`config.mk`:
```
export PLATFORM = sky130hd
export DESIGN_NAME = execute_alu_issue_pipe
export DESIGN_NICKNAME = d
export VERILOG_FILES = /design/src/rtl/execute_alu_issue_pipe_pkg.sv /design/src/rtl/execute_alu_issue_skid.sv /design/src/rtl/execute_alu_issue_pipe.sv
export SDC_FILE = /design/constraint.sdc
export NUM_CORES = 1
export LEC_CHECK = 0
export BUFFER_PORTS_ARGS = -buffer_cell sky130_fd_sc_hd__buf_2
export CAP_MARGIN = 20
export CORE_ASPECT_RATIO = 1.2
export CORE_MARGIN = 1
export CORE_UTILIZATION = 36
export DETAILED_ROUTE_END_ITERATION = 7
export RECOVER_POWER = 100
export REMOVE_ABC_BUFFERS = 1
export SYNTH_ARGS = -nofsm -noshare
export SYNTH_HDL_FRONTEND = slang
export SYNTH_HIERARCHICAL = 1
export SYNTH_SLANG_ARGS = --single-unit
```
`constraint.sdc`:
```
create_clock -name clk -period 9.7 [get_ports clk]
set_input_delay 2.425 -clock clk [delete_from_list [all_inputs] [get_ports clk]]
set_output_delay 2.425 -clock clk [all_outputs]
set_load 0.05 [all_outputs]
```
`src/rtl/execute_alu_issue_pipe_pkg.sv`:
```
// Shared encodings for the ALU issue stage: command codes, math/shift/mux
// control encodings and the packed decoded-control bundle carried with each entry.
package execute_alu_issue_pipe_pkg;

  typedef enum logic [4:0] {
    CMD_ADD  = 5'd0,  CMD_SUB  = 5'd1,  CMD_AND  = 5'd2,  CMD_OR   = 5'd3,
    CMD_XOR  = 5'd4,  CMD_ADDI = 5'd5,  CMD_SUBI = 5'd6,  CMD_ANDI = 5'd7,
    CMD_ORI  = 5'd8,  CMD_XORI = 5'd9,  CMD_SLT  = 5'd10, CMD_SLTU = 5'd11,
    CMD_LUI  = 5'd12, CMD_SLL  = 5'd13, CMD_SRL  = 5'd14, CMD_SRA  = 5'd15,
    CMD_SLLV = 5'd16, CMD_SRLV = 5'd17, CMD_SRAV = 5'd18
  } alu_cmd_e;

  typedef enum logic [1:0] {IMM_BYPASS, IMM_SEXT, IMM_ZEXT, IMM_LUI} math_imm_e;
  // FUNC_ZERO0 forces operand A to zero so the immediate passes through (LUI).
  typedef enum logic [2:0] {
    FUNC_ZERO, FUNC_ADD, FUNC_SUB, FUNC_AND, FUNC_OR, FUNC_XOR, FUNC_ZERO0
  } math_func_e;
  typedef enum logic [1:0] {SHIFT_SLL, SHIFT_SRL, SHIFT_SRA} shift_func_e;
  typedef enum logic {SA_RS, SA_IMM} sa_sel_e;
  typedef enum logic [1:0] {MUX_GMATH, MUX_SHIFT, MUX_SLT, MUX_SLTU} alu_mux_e;

  typedef struct packed {
    logic        illegal;
    alu_mux_e    mux;
    shift_func_e shift_func;
    sa_sel_e     sa_sel;
    math_func_e  math_func;
    math_imm_e   math_imm;
  } alu_ctrl_t;

  localparam int CTRL_W = $bits(alu_ctrl_t);

endpackage

```
`src/rtl/execute_alu_issue_skid.sv`:
```
// Generic two-entry valid/ready skid buffer with flush; up_ready comes straight
// from a flop. Held entries are rewritten each cycle from main_hold/skid_hold.
module execute_alu_issue_skid #(
  parameter int WIDTH = 8
) (
  input  logic             clk,
  input  logic             reset,
  input  logic             flush,
  input  logic             up_valid,
  output logic             up_ready,
  input  logic [WIDTH-1:0] up_data,
  output logic             dn_valid,
  input  logic             dn_ready,
  output logic [WIDTH-1:0] dn_data,
  output logic [WIDTH-1:0] skid_data,
  input  logic [WIDTH-1:0] main_hold,
  input  logic [WIDTH-1:0] skid_hold
);

  logic main_valid;
  logic skid_empty;
  logic up_fire;
  logic main_free;

  assign up_ready  = skid_empty;
  assign dn_valid  = main_valid;
  assign up_fire   = up_valid & skid_empty;
  assign main_free = !main_valid | dn_ready;

  always_ff @(posedge clk or posedge reset) begin
    if (reset) begin
      main_valid <= 1'b0;
      skid_empty <= 1'b1;
      dn_data    <= '0;
      skid_data  <= '0;
    end else if (flush) begin
      main_valid <= 1'b0;
      skid_empty <= 1'b1;
    end else if (main_free) begin
      // Skid has priority so ordering stays FIFO; up_fire cannot coincide with it.
      if (!skid_empty) begin
        dn_data    <= skid_hold;
        main_valid <= 1'b1;
        skid_empty <= 1'b1;
      end else if (up_fire) begin
        dn_data    <= up_data;
        main_valid <= 1'b1;
      end else begin
        main_valid <= 1'b0;
      end
    end else begin
      dn_data <= main_hold;
      if (up_fire) begin
        skid_data  <= up_data;
        skid_empty <= 1'b0;
      end else begin
        skid_data <= skid_hold;
      end
    end
  end

endmodule

```
`src/rtl/execute_alu_issue_pipe.sv`:
```
// Registered ALU issue stage: decodes the ALU command and holds ops in a 2-entry
// skid buffer. Define EXECUTE_ALU_ISSUE_FWD_EN to add writeback operand forwarding.
module execute_alu_issue_pipe
  import execute_alu_issue_pipe_pkg::*;
#(
  parameter int DATA_W = 32,
  parameter int DST_W  = 6,
  parameter int ROB_W  = 5
) (
  input  logic              clk,
  input  logic              reset,
  input  logic              i_flush,
  input  logic              i_valid,
  output logic              o_ready,
  input  logic [4:0]        i_alu_cmd,
  input  logic [DATA_W-1:0] i_rs,
  input  logic [DATA_W-1:0] i_rt,
  input  logic [15:0]       i_imm,
  input  logic [4:0]        i_shamt,
  input  logic [DST_W-1:0]  i_dst,
  input  logic [ROB_W-1:0]  i_rob,
`ifdef EXECUTE_ALU_ISSUE_FWD_EN
  input  logic              i_wb_valid,
  input  logic [DST_W-1:0]  i_wb_dst,
  input  logic [DATA_W-1:0] i_wb_data,
  input  logic [DST_W-1:0]  i_rs_tag,
  input  logic [DST_W-1:0]  i_rt_tag,
`endif
  output logic              o_valid,
  input  logic              i_alu_ready,
  output logic [DATA_W-1:0] o_rs,
  output logic [DATA_W-1:0] o_rt,
  output logic [15:0]       o_imm,
  output logic [4:0]        o_shamt,
  output logic [DST_W-1:0]  o_dst,
  output logic [ROB_W-1:0]  o_rob,
  output logic [1:0]        o_alu_math_imm,
  output logic [2:0]        o_alu_math_func,
  output logic              o_alu_shift_sa_sel,
  output logic [1:0]        o_alu_shift_func,
  output logic [1:0]        o_alu_mux,
  output logic              o_illegal
);

  localparam int BASE_W = 2*DATA_W + 16 + 5 + DST_W + ROB_W + CTRL_W;
`ifdef EXECUTE_ALU_ISSUE_FWD_EN
  localparam int PAYLOAD_W = BASE_W + 2*DST_W;
`else
  localparam int PAYLOAD_W = BASE_W;
`endif

  alu_ctrl_t             ctrl;
  alu_ctrl_t             out_ctrl;
  logic [PAYLOAD_W-1:0]  in_data;
  logic [PAYLOAD_W-1:0]  main_q;
  logic [PAYLOAD_W-1:0]  skid_q;
  logic [PAYLOAD_W-1:0]  main_hold;
  logic [PAYLOAD_W-1:0]  skid_hold;

  always_comb begin
    ctrl.illegal    = 1'b0;
    ctrl.mux        = MUX_GMATH;
    ctrl.shift_func = SHIFT_SLL;
    ctrl.sa_sel     = SA_RS;
    ctrl.math_func  = FUNC_ZERO;
    ctrl.math_imm   = IMM_BYPASS;
    case (alu_cmd_e'(i_alu_cmd))
      CMD_ADD:  ctrl.math_func = FUNC_ADD;
      CMD_SUB:  ctrl.math_func = FUNC_SUB;
      CMD_AND:  ctrl.math_func = FUNC_AND;
      CMD_OR:   ctrl.math_func = FUNC_OR;
      CMD_XOR:  ctrl.math_func = FUNC_XOR;
      CMD_ADDI: begin ctrl.math_func = FUNC_ADD; ctrl.math_imm = IMM_SEXT; end
      CMD_SUBI: begin ctrl.math_func = FUNC_SUB; ctrl.math_imm = IMM_SEXT; end
      CMD_ANDI: begin ctrl.math_func = FUNC_AND; ctrl.math_imm = IMM_ZEXT; end
      CMD_ORI:  begin ctrl.math_func = FUNC_OR;  ctrl.math_imm = IMM_ZEXT; end
      CMD_XORI: begin ctrl.math_func = FUNC_XOR; ctrl.math_imm = IMM_ZEXT; end
      CMD_SLT:  begin ctrl.math_func = FUNC_SUB; ctrl.mux = MUX_SLT; end
      CMD_SLTU: begin ctrl.math_func = FUNC_SUB; ctrl.mux = MUX_SLTU; end
      CMD_LUI:  begin ctrl.math_func = FUNC_ZERO0; ctrl.math_imm = IMM_LUI; end
      CMD_SLL:  begin ctrl.shift_func = SHIFT_SLL; ctrl.sa_sel = SA_IMM; ctrl.mux = MUX_SHIFT; end
      CMD_SRL:  begin ctrl.shift_func = SHIFT_SRL; ctrl.sa_sel = SA_IMM; ctrl.mux = MUX_SHIFT; end
      CMD_SRA:  begin ctrl.shift_func = SHIFT_SRA; ctrl.sa_sel = SA_IMM; ctrl.mux = MUX_SHIFT; end
      CMD_SLLV: begin ctrl.shift_func = SHIFT_SLL; ctrl.mux = MUX_SHIFT; end
      CMD_SRLV: begin ctrl.shift_func = SHIFT_SRL; ctrl.mux = MUX_SHIFT; end
      CMD_SRAV: begin ctrl.shift_func = SHIFT_SRA; ctrl.mux = MUX_SHIFT; end
      default:  ctrl.illegal = 1'b1;
    endcase
  end

`ifdef EXECUTE_ALU_ISSUE_FWD_EN
  function automatic logic [DATA_W-1:0] fwd_op(
    input logic [DATA_W-1:0] d, input logic [DST_W-1:0] tag, input logic en,
    input logic wb_valid, input logic [DST_W-1:0] wb_dst, input logic [DATA_W-1:0] wb_data);
    return (en && wb_valid && (tag == wb_dst)) ? wb_data : d;
  endfunction

  // Tags sit above the base payload: rs_tag first, then rt_tag.
  function automatic logic [PAYLOAD_W-1:0] fwd_entry(
    input logic [PAYLOAD_W-1:0] e, input logic en, input logic wb_valid,
    input logic [DST_W-1:0] wb_dst, input logic [DATA_W-1:0] wb_data);
    logic [PAYLOAD_W-1:0] r;
    r = e;
    r[DATA_W-1:0] = fwd_op(e[DATA_W-1:0], e[BASE_W +: DST_W], en, wb_valid, wb_dst, wb_data);
    r[DATA_W +: DATA_W] = fwd_op(e[DATA_W +: DATA_W], e[BASE_W+DST_W +: DST_W], en,
                                 wb_valid, wb_dst, wb_data);
    return r;
  endfunction

  assign in_data   = fwd_entry({i_rt_tag, i_rs_tag, ctrl, i_rob, i_dst, i_shamt, i_imm, i_rt, i_rs},
                               1'b1, i_wb_valid, i_wb_dst, i_wb_data);
  assign main_hold = fwd_entry(main_q, o_valid, i_wb_valid, i_wb_dst, i_wb_data);
  assign skid_hold = fwd_entry(skid_q, !o_ready, i_wb_valid, i_wb_dst, i_wb_data);
`else
  assign in_data   = {ctrl, i_rob, i_dst, i_shamt, i_imm, i_rt, i_rs};
  assign main_hold = main_q;
  assign skid_hold = skid_q;
`endif

  execute_alu_issue_skid #(.WIDTH(PAYLOAD_W)) u_skid (
    .clk       (clk),
    .reset     (reset),
    .flush     (i_flush),
    .up_valid  (i_valid),
    .up_ready  (o_ready),
    .up_data   (in_data),
    .dn_valid  (o_valid),
    .dn_ready  (i_alu_ready),
    .dn_data   (main_q),
    .skid_data (skid_q),
    .main_hold (main_hold),
    .skid_hold (skid_hold)
  );

  assign {out_ctrl, o_rob, o_dst, o_shamt, o_imm, o_rt, o_rs} = main_q[BASE_W-1:0];
  assign o_illegal          = out_ctrl.illegal;
  assign o_alu_mux          = out_ctrl.mux;
  assign o_alu_shift_func   = out_ctrl.shift_func;
  assign o_alu_shift_sa_sel = out_ctrl.sa_sel;
  assign o_alu_math_func    = out_ctrl.math_func;
  assign o_alu_math_imm     = out_ctrl.math_imm;

endmodule

```
== Yosys cells after proc, flatten, opt, wreduce, memory -nomap -nowiden ==
Cells that the tools add are included.
Storage, ports and cells
  register bits: 216
  logic and storage cells: 60
Operators by class
  eq/ne operators: 19
  mux-type cells: 15
  bitwise logic cells: 4
  reduce and logical (&&, ||, !) cells: 18
Operators by type and width (count)
  $mux W107: 2
  $eq A5 B4 Y1 const B: 8
  $eq A5 B3 Y1 const B: 4
  $reduce_or A19 Y1: 1
  $pmux W3 S6: 1
  $eq A5 B5 Y1 const B: 3
  $reduce_or A2 Y1: 7
  $pmux W2 S3: 2
  $eq A5 B2 Y1 const B: 2
  $mux W1: 9
  $reduce_and A3 Y1: 2
  $reduce_or A3 Y1: 2
  $reduce_or A6 Y1: 1
  $eq A5 B1 Y1 const B: 1
  $logic_not A5 Y1: 1
  $pmux W2 S2: 1
  $reduce_or A4 Y1: 1
  $reduce_bool A3 Y1: 1
  $ne A2 B2 Y1 const B: 1
  $not A1 Y1: 2
  $reduce_bool A2 Y1: 1
  $and A1 B1 Y1: 1
  $logic_not A1 Y1: 1
  $or A1 B1 Y1: 1

== Longest topological paths before layout ==
  depth in word-level cells: 5
  mapped depth: 8
  depth with buffers taken out: 6

== Hierarchy ==
Netlist, hierarchy kept.
Modules (own cells, without submodules)
  execute_alu_issue_skid: times used 1, cells an instance 1091, area an instance 11506.0 um^2
  execute_alu_issue_pipe: times used 1, cells an instance 48, area an instance 332.8 um^2

== Worst setup path before layout ==
OpenSTA, ideal clock, no wires.
  path type: in2reg
  from: in i_alu_ready
  to: reg u_skid.dn_data[10]
  setup time: 121 ps
  arrival time: 3516 ps
  setup slack: 6063 ps
  cell stages on the path: 7
  path buffers: 4
  cell sequence: buf_4 > nand2b_1 > buf_4 > buf_2 > buf_1 > a31oi_1 > o22a_1
Between the ends
  longest elaborated chain between the ends: 2
RTL lines
  start: declaration: RTL line execute_alu_issue_pipe.sv:30  | input logic i_alu_ready,
  $or A1 B1 Y1: RTL line execute_alu_issue_skid.sv:28  | assign main_free = !main_valid | dn_ready;
  $reduce_and A3 Y1 (no line)
  end signal: assignment: RTL line execute_alu_issue_skid.sv:42  | dn_data <= skid_hold;
  end signal: assignment: RTL line execute_alu_issue_skid.sv:46  | dn_data <= up_data;
  end signal: assignment: RTL line execute_alu_issue_skid.sv:52  | dn_data <= main_hold;
  end: declaration: RTL line execute_alu_issue_skid.sv:14  | output logic [WIDTH-1:0] dn_data,
No other way between the ends.
A chain may end at the register's enable or synchronous reset.

== Worst setup path in the final report ==
  from: in i_alu_ready
  to: reg u_skid.dn_data[74]
Same word-level chain as after synthesis.

==> impl_metrics.py <==
metrics = {
    "clock_tree": {
        "htreeDepth": 1,
        "clock-sinks": 216,
        "ctsHoldBuffers": 0,
        "cts_setup_buffers": 0,
        "cts_tree": "yes",
        "clk_path_buf_depth": 3,
        "clkLatencyLatePin_ns": 0.52,
        "clockRootBuffer": "clkbuf_16",
        "numCtsBuffers": 25,
        "clkTransAtPathRegs_ns": 0.06,
        "cts_resized": 0,
    },
    "cells_and_area": {
        "final_layout_size_suffix_gt1_frac": 0.131,
        "layout_common_cells": "mux2i_1, dfrtp_1, clkbuf_1",
        "area_delta_synth_final_pct": 15.7,
        "fin_nets": 1378,
        "fin_util": 0.424,
        "fillers": 3188,
        "fin_area_um2": 13700,
    },
    "sta": {
        "fin_worst_skew_ns": 0.0129,
        "finalHoldViolCount": 0,
        "whs_ns": 0.532,
        "fin_crit_sh": 0.645,
        "max-slew-margin-rel": -1.07,
        "setup_viol": 0,
        "period_minus_slack_ns": 6.26,
        "finalMaxSlewViolations": 195,
        "worstMarginPinSlew_ns": 3.10,
        "setup_tns_ns": 0,
        "fmax_mhz": 160,
        "grt_setup_unrepaired": "no",
    },
    "floorplanning": {
        "core_um2": 32300,
        "boundaryPins": 215,
        "start_util": 0.366,
        "die_y_um": 201,
        "row_count": 72,
        "die-area_um2": 33600,
        "fp.dieW_um": 168,
    },
    "detailed_routing": {
        "drcViolationCount": 0,
        "drt_iter0_markers": 527,
        "antenna_left": 0,
        "viasPerCell": 5.54,
        "first_pass_iters": 4,
        "drt_wl_total_um": 33300,
        "vias": 9441,
        "wl_per_cell_um": 19.6,
    },
    "yosys": {
        "synthTopCellsByArea": "dfrtp_1, mux2i_1, o22a_1, nor3b_1, a31oi_1",
        "synth-seq-cells": 216,
        "synth_warnings": 6,
        "yosysTopAreaCellShare": 0.454,
        "synthesis.area_per_instance_um2": 10.4,
        "synth_xor_area_frac": 0.000740,
        "postSynth.asyncResetShare": 1.00,
        "yosys-mux-area-fraction": 0.182,
        "yosysTopAreaCell": "dfrtp_1",
        "synth_top_family_by_area": "compound AO/OA/AOI/OAI gates",
        "ys.flop_type": "dfrtp_1",
        "synthAdderAreaFrac": 0,
        "synthSimpleGateAreaFrac": 0.117,
        "synth_seq_area_share": 0.457,
        "synth_compound_area_frac": 0.192,
        "ys_types": 39,
        "synth_area_um2": 11800,
        "syn_inst": 1139,
        "synth_edf_count": 0,
    },
    "critical_path": {
        "cp.buffers_inverters": 3,
        "rr_worst_depth": 5,
        "cp-end-kind": "register",
        "r2r_slack_ns": 5.19,
        "crit_chain": "clkbuf_1, nand2b_4, a31oi_4, buf_4, buf_4, o22a_1",
        "start_kind": "primary input",
        "path_class": "primary input to register",
        "cp_slowest_cell": "clkbuf_1",
        "crit_fanout": 68,
        "critPathTopFamily": "buffers and inverters",
        "worst_ep_arrival_time_ns": 6.66,
        "r2r-start": "u_skid/up_ready",
        "r2r_end": "u_skid/dn_data[102]",
        "crit_top_cell": "buf_4",
        "cp.required_ns": 10.10,
        "cpPeakStageDelay_ns": 1.94,
    },
    "outcome": {
        "status": "finished, violations left",
        "violations": "max-capacitance violations, max-slew violations",
    },
    "power_and_ir_drop": {
        "p_leak_nw": 6.09,
        "p_per_area_nw_per_um2": 220,
        "ir_worst_vdd_mv": 0.140,
    },
    "job": {
        "cap_violations": 4,
    },
    "place": {
        "place_area_um2": 13000,
        "io_buffers": 214,
        "place_congestion": 0.760,
        "dp_hpwl_um": 18200,
    },
    "grt": {
        "grt_util_all_layers": 0.197,
        "gr-total-overflow": 0,
        "grt_max_degree": 149,
        "grt_pass1_vias": 9420,
        "grt_pass1_wl_um": 53300,
        "grt_antenna_before_repair": 5,
    },
    "hold_path": {
        "hold_end": "u_skid/dn_data[42]",
        "hp-class": "register to register",
        "hold_start": "u_skid/dn_data[42]",
        "hold_depth": 1,
    },
}
-- per-stage QoR --
stage,total power [mW],cells,setup slack (ns)
floorplan,1.89,1015,-4.72
global placement,2.08,1650,4.37
detailed placement,2.11,1650,4.41
CTS,3.08,1695,4.93
global route,3.18,1702,3.08
finish,3.02,1703,3.44
-- synthesized netlist by cell type (2+ instances only) --
cell type	instances
dfrtp_1	215
mux2i_1	215
nor2_1	111
a21oi_1	110
nor3b_1	108
a31oi_1	107
o22a_1	107
clkbuf_1	54
buf_2	53
buf_4	7
buf_6	6
nand2b_1	6
nand2_1	5
a211o_1	3
buf_1	3
nand3_1	3
a21boi_1	2
inv_1	2
o21ai_1	2
-- sequential cells by signal (all words and copies together), names as in the netlist --
register and cells:
u_skid/dn_data 107, u_skid/skid_data 107, u_skid/dn_valid 1, u_skid/up_ready 1
-- layer usage --
metal | part of all wire | GRT usage | vias up
li1 | - | - | 4538
met1 | 0.44 | 0.252 | 4674
met2 | 0.50 | 0.343 | 186
met3 | 0.041 | 0.0284 | 43
met4 | 0.020 | 0.0616 | 0
met5 | 0 | 0 | -
-- cell type report --
class	instances	area, um2	share of cell area
diodes	6	15.0	0.00110
clock buffers	37	731	0.0533
clock inverters	8	95.1	0.00694
inverters	3	12.5	0.000913
multi-input cells	796	5840	0.426
flip-flops and latches	216	5410	0.395
well taps	407	509	0.0372
repair buffers	230	1090	0.0796
-- report_power, final --
group,internal (mW),switching (mW)
registers,1.10,0.154
logic,0.265,0.553
clock network,0.572,0.380
-- how the worst max path moves through the flow --
| stage | start | endpoint | slack, ns | depth (start not counted) |
|---|---|---|---|---|
| after floorplan | i_alu_ready | u_skid/skid_data[0] | -4.72 | 2 |
| after global placement | i_alu_ready | u_skid/dn_data[36] | 4.37 | 6 |
| final | i_alu_ready | u_skid/dn_data[74] | 3.44 | 6 |
| after CTS | i_alu_ready | u_skid/dn_data[74] | 4.93 | 6 |
| after global routing | i_alu_ready | u_skid/dn_data[86] | 3.08 | 6 |
| after detailed placement | i_alu_ready | u_skid/dn_data[58] | 4.41 | 6 |
-- cell families after synthesis --
logic type,Yosys count
compound gates,337
simple gates,243
flops,216
mux,215
buf+inv,127
xor+xnor,1
-- worst reg2reg max path, cell delays in order (launching register included) --
cell and delay [ns]:
dfstp_1 2.13, buf_4 0.77, buf_4 0.79, mux2i_1 0.38
a31oi_1 0.11, o22a_1 0.22
Power figures use the tool's default switching activity.
